`src/rtl/secure_serdes_decryptor_core.sv`:
```
// Receive-side SERDES decryptor: deserializes cipher and B-share streams MSB first
// and presents cipher ^ B ^ KEY on a valid/ready byte interface.
module secure_serdes_decryptor_core #(
  parameter logic [7:0] KEY = 8'h34
) (
  input  logic       clk,
  input  logic       rst,
  input  logic       start,
  input  logic       cipher_bit,
  input  logic       b_bit,
  input  logic       plain_ready,
  output logic [7:0] plain_out,
  output logic       plain_valid,
  output logic       busy,
  output logic       done,
  output logic       overrun
);

  typedef enum logic [1:0] {
    IDLE    = 2'd0,
    SHIFT   = 2'd1,
    DECRYPT = 2'd2,
    HOLD    = 2'd3
  } state_t;

  state_t     state;
  state_t     state_next;
  logic [7:0] c_reg;
  logic [7:0] b_reg;
  logic [2:0] bit_cnt;
  logic       handshake;

  assign handshake = (state == HOLD) && plain_valid && plain_ready;
  assign busy      = (state != IDLE);

  always_ff @(posedge clk or posedge rst) begin
    if (rst) begin
      state <= IDLE;
    end else begin
      state <= state_next;
    end
  end

  always_comb begin
    state_next = state;
    case (state)
      IDLE:    if (start) state_next = SHIFT;
      SHIFT:   if (bit_cnt == 3'd7) state_next = DECRYPT;
      DECRYPT: state_next = HOLD;
      HOLD:    if (handshake) state_next = IDLE;
      default: state_next = IDLE;
    endcase
  end

  // Datapath: shift registers, output byte and handshake flags follow the FSM state.
  always_ff @(posedge clk or posedge rst) begin
    if (rst) begin
      c_reg       <= 8'd0;
      b_reg       <= 8'd0;
      bit_cnt     <= 3'd0;
      plain_out   <= 8'd0;
      plain_valid <= 1'b0;
      done        <= 1'b0;
    end else begin
      case (state)
        IDLE: begin
          if (start) begin
            c_reg   <= 8'd0;
            b_reg   <= 8'd0;
            bit_cnt <= 3'd0;
            done    <= 1'b0;
          end
        end
        SHIFT: begin
          c_reg   <= {c_reg[6:0], cipher_bit};
          b_reg   <= {b_reg[6:0], b_bit};
          bit_cnt <= bit_cnt + 3'd1;
        end
        DECRYPT: begin
          plain_out   <= c_reg ^ b_reg ^ KEY;
          plain_valid <= 1'b1;
          bit_cnt     <= 3'd0;
        end
        HOLD: begin
          if (handshake) begin
            plain_valid <= 1'b0;
            done        <= 1'b1;
          end
        end
        default: begin
          plain_valid <= 1'b0;
        end
      endcase
    end
  end

  // A start seen while a frame is in flight is flagged but never disturbs that frame.
  always_ff @(posedge clk or posedge rst) begin
    if (rst) begin
      overrun <= 1'b0;
    end else if (start && (state != IDLE)) begin
      overrun <= 1'b1;
    end
  end

endmodule
```
`config.mk`:
```
export PLATFORM = sky130hd
export DESIGN_NAME = secure_serdes_decryptor_core
export DESIGN_NICKNAME = d
export VERILOG_FILES = /design/src/rtl/secure_serdes_decryptor_core.sv
export SDC_FILE = /design/constraint.sdc
export NUM_CORES = 1
export LEC_CHECK = 0
export ABC_AREA = 0
export CORE_MARGIN = 4
export CORE_UTILIZATION = 48
export DETAILED_ROUTE_END_ITERATION = 12
export PLACE_DENSITY = 0.74
export SLEW_MARGIN = 20
export SYNTH_ARGS = -nofsm -noshare
export SYNTH_HDL_FRONTEND = slang
export SYNTH_SLANG_ARGS = --single-unit
```
`constraint.sdc`:
```
create_clock -name clk -period 1.55 [get_ports clk]
set_clock_uncertainty 0.1 [all_clocks]
set_input_delay 0.155 -clock clk [delete_from_list [all_inputs] [get_ports clk]]
set_output_delay 0.155 -clock clk [all_outputs]
set_load 0.05 [all_outputs]
```
==> run summary, run 1 <==
Detailed Routing Iterations Pass 1 -> 4
Post-Route WL -> 2.75 mm
Synth Area per Inst -> 12.4 sq um
Root Driver -> clkbuf_4
Top FF cell, synth -> dfrtp_1
Mapped Cells -> 113
Peak VDD IR -> 0.00201 V
Grt ovf -> 0
CTS tree -> done
RSZ-0062 raised after global routing -> yes
Width of the die -> 61.9 microns
Clock slew at reported path FFs -> 0.11 ns
Kind of critical path -> flop to flop
FF+latch count, synth -> 32
Number of global-route vias before repair -> 1011
Worst hold path class -> input pin to async pin
Clock Tree Buf Depth -> 2
CP peak stage delay -> 0.44 ns
Max Cap Violations -> 0
First-pass GRT wire length -> 4.73 mm
Row count -> 19
Commonest non-fill, non-tap cell in the layout -> dfrtp_1
Setup Viol. Count Final -> 3
PortBufs -> 17
Worst Tran Pin Value -> 0.377 ns
Drt via density -> 5.29
Kind of end point of the critical path -> flop
Clk sinks -> 32
Iter 0 DRT Violations -> 37
Layout area overhead -> 30.9%
Final Power -> 4.13 mW
Crit share post-route -> 105%
Fin util -> 66.3%
Sequential fraction of the synthesis area -> 57.3%
Die ar. -> 3840 sq um
Cts bufs inserted -> 5
Syn_nets -> 126
IO Count -> 18
Power density over cell area -> 2260 nW/um^2
Leakage -> 0.861 nW
Ys async rst share -> 100%
Unique masters post-synth -> 23
Fraction of layout cells with a size suffix above 1 -> 35.9%
H-tree level count -> 2
Initial core utilization -> 50.6%
Largest net degree at the start of global routing -> 33
Placer Congestion -> 0.786
Avg WL per Cell -> 15.0 microns
Commonest cells after routing, fill and taps aside -> dfrtp_1 (32), buf_4 (27), a22o_1 (16)
DR vias -> 973
Final ANT Viol Nets -> 0
Launch point of the worst reg-to-reg path -> state[0]
Final slew viol count -> 0
Setup crit start -> state[0]
Final hold viol count -> 0
Final worst slack -> -0.0710 ns
Fmax -> 0.617 GHz
Ys Warns -> 0
Dpl hpwl -> 1.96 mm
Layout Nets -> 165
CP Data Arrival Time -> 1.77 ns
Status -> finished, violations left
Failing checks -> negative setup slack
Chip Height -> 61.9 microns
Clock Latency Late Sink -> 0.33 ns
EDFF count, synth -> 0
Tmin final -> 1.62 ns
CP top delay family -> flip-flops
Buf/Inv on CP -> 2
Core area -> 2760 sq um
# diodes -> 0
Critical Path RT -> 1.69 ns
Mapped Area -> 1400 sq um
CP Launch Type -> flop
Cells along the critical path -> inv_2 > ha_4 > and2b_1 > a221oi_2 > buf_4 > mux2i_1
Initial antenna violation count -> 0
DRC errors left -> 0
Crit-path slowest cell -> dfrtp_1
Crit-path max FO -> 4
All-Layer GR Usage -> 17.5%
Slew Limit Headroom -> 74.9%
Hold_buf cts -> 0
==> cell families after synthesis <==
kind of cell,after synthesis,synth area share (%)
DFF,32,57.3
muxes,5,3.94
adders and majority gates,7,6.27
and+or+nand+nor,17,5.91
AOI/OAI and AO/OA,33,17.2
xor gates and xnor gates,8,5.02
buffers and inverters,11,4.30
==> synth_stat cells (2+ instances only) <==
cell	number	share of area, %
dfrtp_1	32	57
a22o_1	16	10
nor2_1	8	2.2
xnor2_1	8	5.0
ha_1	7	6.3
a21oi_1	6	2.2
inv_1	6	1.6
o21ai_0	6	2.2
mux2_2	4	3.2
nand2_1	4	1.1
buf_6	2	1.6
clkbuf_1	2	0.54
nand2b_1	2	0.90
==> layer usage <==
metal | routed length (microns) | GRT usage [%]
met1 | 1230 | 21.2
met2 | 1400 | 28.8
met3 | 81 | 4.96
met4 | 42 | 8.18
met5 | 0 | 0
==> repair_timing <==
item / in CTS / in global routing
buffers inserted: 2 / 0
cloned: 0 / 1
pin swaps: 2 / 2
setup endpoints to repair: 19 / 31
gates resized for setup: 6 / 10
==> per-stage QoR <==
step	instances	hold slack [ns]	cell area, sq um	setup TNS (ns)	worst slack [ns]
final	184	0.0933	1830	-0.186	-0.0710
after global routing	184	0.121	1830	-0.903	-0.158
after CTS	184	0.0991	1790	-0.192	-0.0716
after detailed placement	174	0.349	1710	-0.980	-0.107
after global placement	174	0.340	1710	-0.666	-0.0641
after floorplan	113	0.154	1410	-0.0885	-0.0885
==> report_power, final <==
part	switching, mW	internal [mW]	leakage [nW]
registers	0.230	1.11	0.403
clock network	0.291	0.174	0.0349
logic	1.27	1.05	0.424
==> worst reg2reg max path, stage by stage (launching register included) <==
cell and delay [ns]:
dfrtp_1 0.44, inv_2 0.08, ha_4 0.16, and2b_1 0.17, a221oi_2 0.25, buf_4 0.17
mux2i_1 0.18
==> final timing paths <==
kind,to,slack (ns),depth (start not counted)
setup / recovery,state[0],-0.07,6
hold / removal,bit_cnt[1],0.09,3
setup reg to reg,state[0],-0.07,6
hold reg to reg,overrun,0.37,1
max in group asynchronous,state[0],0.97,3
min in group clk,c_reg[0],0.32,2
==> cell type report <==
type / count / area [sq um]
Timing Repair Buffer: 36 / 315
Tap cell: 31 / 38.8
Sequential cell: 32 / 801
Clock buffer: 5 / 37.5
Inverter: 6 / 25.0
Multi-Input combinational cell: 71 / 592
Clock inverter: 3 / 18.8
Fill cell: 218 / 930
(Power assumes the default switching activity.)
==> run 2: changes to the inputs <==
==> constraint.sdc (replaced) <==
create_clock -name clk -period 1.55 [get_ports clk]
set_clock_uncertainty 0.1 [all_clocks]
set_input_delay 0.155 -clock clk [delete_from_list [all_inputs] [get_ports clk]]
set_output_delay 0.155 -clock clk [all_outputs]
set_load 0.1 [all_outputs]
==> run summary, run 2 (synthesis gave the netlist of run 1 again) <==
Iter 0 DRT Violations -> 47
Number of global-route vias before repair -> 1041
Commonest cells after routing, fill and taps aside -> dfrtp_1 (30), buf_4 (21), a22o_1 (16)
Detailed Routing Iterations Pass 1 -> 4
First-pass GRT wire length -> 4.86 mm
Width of the die -> 61.9 microns
Cts bufs inserted -> 5
Commonest non-fill, non-tap cell in the layout -> dfrtp_1
Dpl hpwl -> 1.92 mm
Final worst slack -> -0.0836 ns
Initial antenna violation count -> 0
Chip Height -> 61.9 microns
Kind of end point of the critical path -> output pin
DRC errors left -> 0
CTS tree -> done
CP Data Arrival Time -> 1.38 ns
Layout area overhead -> 43.5%
Failing checks -> negative setup slack
Core area -> 2760 sq um
Tmin final -> 1.63 ns
Clock Latency Late Sink -> 0.33 ns
Critical Path RT -> 1.29 ns
Final hold viol count -> 0
Die ar. -> 3840 sq um
Crit-path max FO -> 4
Clock slew at reported path FFs -> 0.10 ns
Crit share post-route -> 105%
Worst r2r path cells -> 6
Fillers -> 195
Fraction of layout cells with a size suffix above 1 -> 38.9%
Fmax -> 0.612 GHz
Setup Viol. Count Final -> 3
# diodes -> 0
Multi-input gate area -> 587 sq um
Layout Nets -> 169
Status -> finished, violations left
PortBufs -> 17
Drt via density -> 5.43
Hold_buf cts -> 0
Worst Tran Pin Value -> 0.389 ns
Reg area -> 806 sq um
Initial core utilization -> 50.6%
CP Launch Type -> flop
Grt ovf -> 0
Setup crit start -> state[0]
Root Driver -> clkbuf_4
Slew Limit Headroom -> 74.1%
Final ANT Viol Nets -> 0
Largest net degree at the start of global routing -> 33
Clk sinks -> 32
Placer Congestion -> 0.795
Worst hold path class -> input pin to async pin
All-Layer GR Usage -> 18.0%
Post-Route WL -> 2.86 mm
DR vias -> 1020
Final slew viol count -> 0
Clock Tree Buf Depth -> 2
Avg WL per Cell -> 15.2 microns
Launch point of the worst reg-to-reg path -> state[1]
H-tree level count -> 2
Max Cap Violations -> 0
Kind of critical path -> flop to output pin
Min Hold Slack -> 0.0886 ns
IO Count -> 18
Row count -> 19
RSZ-0062 raised after global routing -> yes
[run 2: final timing paths]
| path | slack (ns) | end |
|---|---|---|
| max reg2reg | -0.05 | state[0] |
| max | -0.08 | busy |
| min | 0.09 | plain_valid |
| min reg2reg | 0.42 | overrun |
| max in group asynchronous | 0.94 | state[0] |
| min in group clk | 0.33 | b_reg[0] |
[run 2: worst max-delay path: stages, from the launching register on]
cell and delay [ns]:
dfrtp_2 0.45, inv_2 0.09, ha_4 0.14, buf_6 0.11, clkinvlp_4 0.10, buf_12 0.17
[run 2: through the flow]
step                instances  worst slack, ns  setup TNS [ns]  utilization [%]  instance area, sq um
finish                    188          -0.0836          -0.174             72.7                  2000
global route              188           -0.169          -0.472             72.7                  2000
CTS                       186          -0.0770          -0.169             71.1                  1960
detailed placement        171           -0.151          -0.920             66.0                  1820
global placement          171          -0.0905          -0.407             66.0                  1820
floorplan                 113          -0.0704          -0.277                -                  1420
[run 2: what timing repair did]
item | CTS | global route
cloned | 0 | 1
resized for setup | 3 | 14
endpoints found under the setup margin | 12 | 24
endpoints found under the hold margin | 0 | 0
pin swaps | 1 | 1
setup buffers | 7 | 1
[run 2: final cells by class]
cell class	instances	share of cell area (%)
Clock buffer	6	2.06
Timing Repair Buffer	40	23.5
Tap cell	31	1.94
Clock inverter	2	1.75
Sequential cell	32	40.2
Multi-Input combinational cell	71	29.3
Inverter	6	1.31
[run 2: routing by layer]
layer	up-vias	share of wire [%]	track usage [%]
li1	486	-	-
met1	498	42	22.7
met2	26	51	28.7
met3	10	4.8	5.79
met4	0	2.1	7.27
met5	-	0	0
Power of run 2 is not shown: default switching activity piles up to over one toggle a cycle in this logic, so the estimate is an artifact.
==> run 3: changes to the inputs <==
--- a/config.mk
+++ b/config.mk
@@ -6,10 +6,10 @@
 export NUM_CORES = 1
 export LEC_CHECK = 0
 export ABC_AREA = 0
-export CORE_MARGIN = 4
+export CORE_MARGIN = 1.5
 export CORE_UTILIZATION = 48
 export DETAILED_ROUTE_END_ITERATION = 12
-export PLACE_DENSITY = 0.74
+export PLACE_DENSITY = 0.81
 export SLEW_MARGIN = 20
 export SYNTH_ARGS = -nofsm -noshare
 export SYNTH_HDL_FRONTEND = slang
==> run summary, run 3 (synthesis gave the netlist of run 1 again) <==
Hold_buf cts -> 0
Max layer used -> met4
Fraction of layout cells with a size suffix above 1 -> 36.0%
Clock Tree Buf Depth -> 2
Crit share post-route -> 105%
Number of global-route vias before repair -> 1092
IO Count -> 18
Iter 0 DRT Violations -> 32
Setup TNS -> -0.227 ns
Drt via density -> 5.66
Critical Path RT -> 1.68 ns
Final ANT Viol Nets -> 0
Finished Cell Area -> 1970 sq um
RSZ-0062 raised after global routing -> yes
CP Data Arrival Time -> 1.77 ns
Width of the die -> 56.9 microns
DR vias -> 1025
CP Launch Type -> flop
Fillers -> 175
Crit-path slowest cell -> dfrtp_1
Met1 Routed Length -> 1.28 mm
Die ar. -> 3240 sq um
Worst Tran Pin Value -> 0.248 ns
Clock slew at reported path FFs -> 0.11 ns
DRC errors left -> 0
Dpl hpwl -> 1.89 mm
CP top delay family -> flip-flops
Clk sinks -> 32
First-pass GRT wire length -> 5.16 mm
Status -> finished, violations left
Placed instance area -> 1840 sq um
Placer Congestion -> 0.756
Largest net degree at the start of global routing -> 33
Buf/Inv on CP -> 1
H-tree level count -> 2
Grt ovf -> 0
Commonest non-fill, non-tap cell in the layout -> dfrtp_1
Commonest cells after routing, fill and taps aside -> dfrtp_1 (31), a22o_1 (16), buf_12 (14), buf_4 (14)
Multi-input gate area -> 582 sq um
Kind of critical path -> flop to flop
Final slew viol count -> 0
Worst hold path class -> input pin to async pin
Initial antenna violation count -> 0
Cts bufs inserted -> 5
Initial core utilization -> 50.6%
Layout Nets -> 162
Fmax -> 0.612 GHz
Setup Viol. Count Final -> 5
Avg WL per Cell -> 16.6 microns
R2R Setup Slk -> -0.08 ns
Detailed Routing Iterations Pass 1 -> 4
CP peak stage delay -> 0.43 ns
CTS tree -> done
Wire length on met2 -> 1.31 mm
Clock Latency Late Sink -> 0.34 ns
Chip Height -> 56.9 microns
Root Driver -> clkbuf_4
Final hold viol count -> 0
Core area -> 2760 sq um
Slew Limit Headroom -> 83.5%
Final worst slack -> -0.0841 ns
Layout area overhead -> 41.4%
PortBufs -> 17
Crit-path max FO -> 4
Tmin final -> 1.63 ns
Cells along the critical path -> inv_2 > ha_4 > and2b_2 > a221oi_4 > mux2_4
Post-Route WL -> 3.01 mm
Reg area -> 805 sq um
Max Cap Violations -> 0
Kind of end point of the critical path -> flop
Failing checks -> negative setup slack
# diodes -> 0
All-Layer GR Usage -> 22.0%
Row count -> 19
Place WS -> -0.113 ns
Routed wire length on met3 -> 175 microns
## run 3: changes by cell type in the layout (fill, tap and decap cells not counted), sizes merged
cell	delta
buf	-6
and2	-1
## run 3: worst paths after layout
| path | from | end | cells after the start |
|---|---|---|---|
| max | state[0] | state[1] | 5 |
| min | rst | c_reg[4] | 3 |
| max reg2reg | state[0] | state[1] | 5 |
| min reg2reg | c_reg[7] | c_reg[7] | 1 |
| max in group asynchronous | rst | plain_valid | 3 |
| min in group clk | b_bit | b_reg[0] | 2 |
## run 3: stage by stage
| step | hold slack [ns] | util [%] | std cells |
|---|---|---|---|
| 2_1_floorplan | 0.150 | - | 113 |
| 3_3_place_gp | 0.392 | 66.7 | 170 |
| 3_5_place_dp | 0.410 | 66.7 | 170 |
| 4_1_cts | 0.0637 | 71.0 | 182 |
| 5_1_grt | 0.0650 | 71.6 | 181 |
| 6_report | 0.0502 | 71.6 | 181 |
## run 3: worst reg2reg max path: cells and delay by family (launching register included)
family / cells / cell delay (ns)
multiplexers: 1 / 0.33
AO/OA/AOI/OAI: 1 / 0.23
buffers and inverters: 1 / 0.07
adder cells (fa/ha/maj): 1 / 0.16
AND/OR/NAND/NOR: 1 / 0.21
flip-flops: 1 / 0.43
## run 3: final cells by class
cell class	count	share of cell area, %
Multi-Input combinational cell	70	29.5
Clock buffer	6	2.09
Sequential cell	32	40.7
Clock inverter	2	1.77
Tap cell	31	1.96
Timing Repair Buffer	34	22.6
Inverter	6	1.33
## run 3: repair_timing
action                                  CTS  global route
pin swaps                                 0             1
gates resized for setup                   5            10
buffers inserted                          4             0
endpoints found under the setup margin   11            22
## run 3: layer usage
layer	up-vias	global-route usage, %
met5	-	0
met4	0	20.9
met3	23	6.12
met2	40	29.1
met1	493	28.8
li1	469	-
Power of run 3 is left out for the same reason.
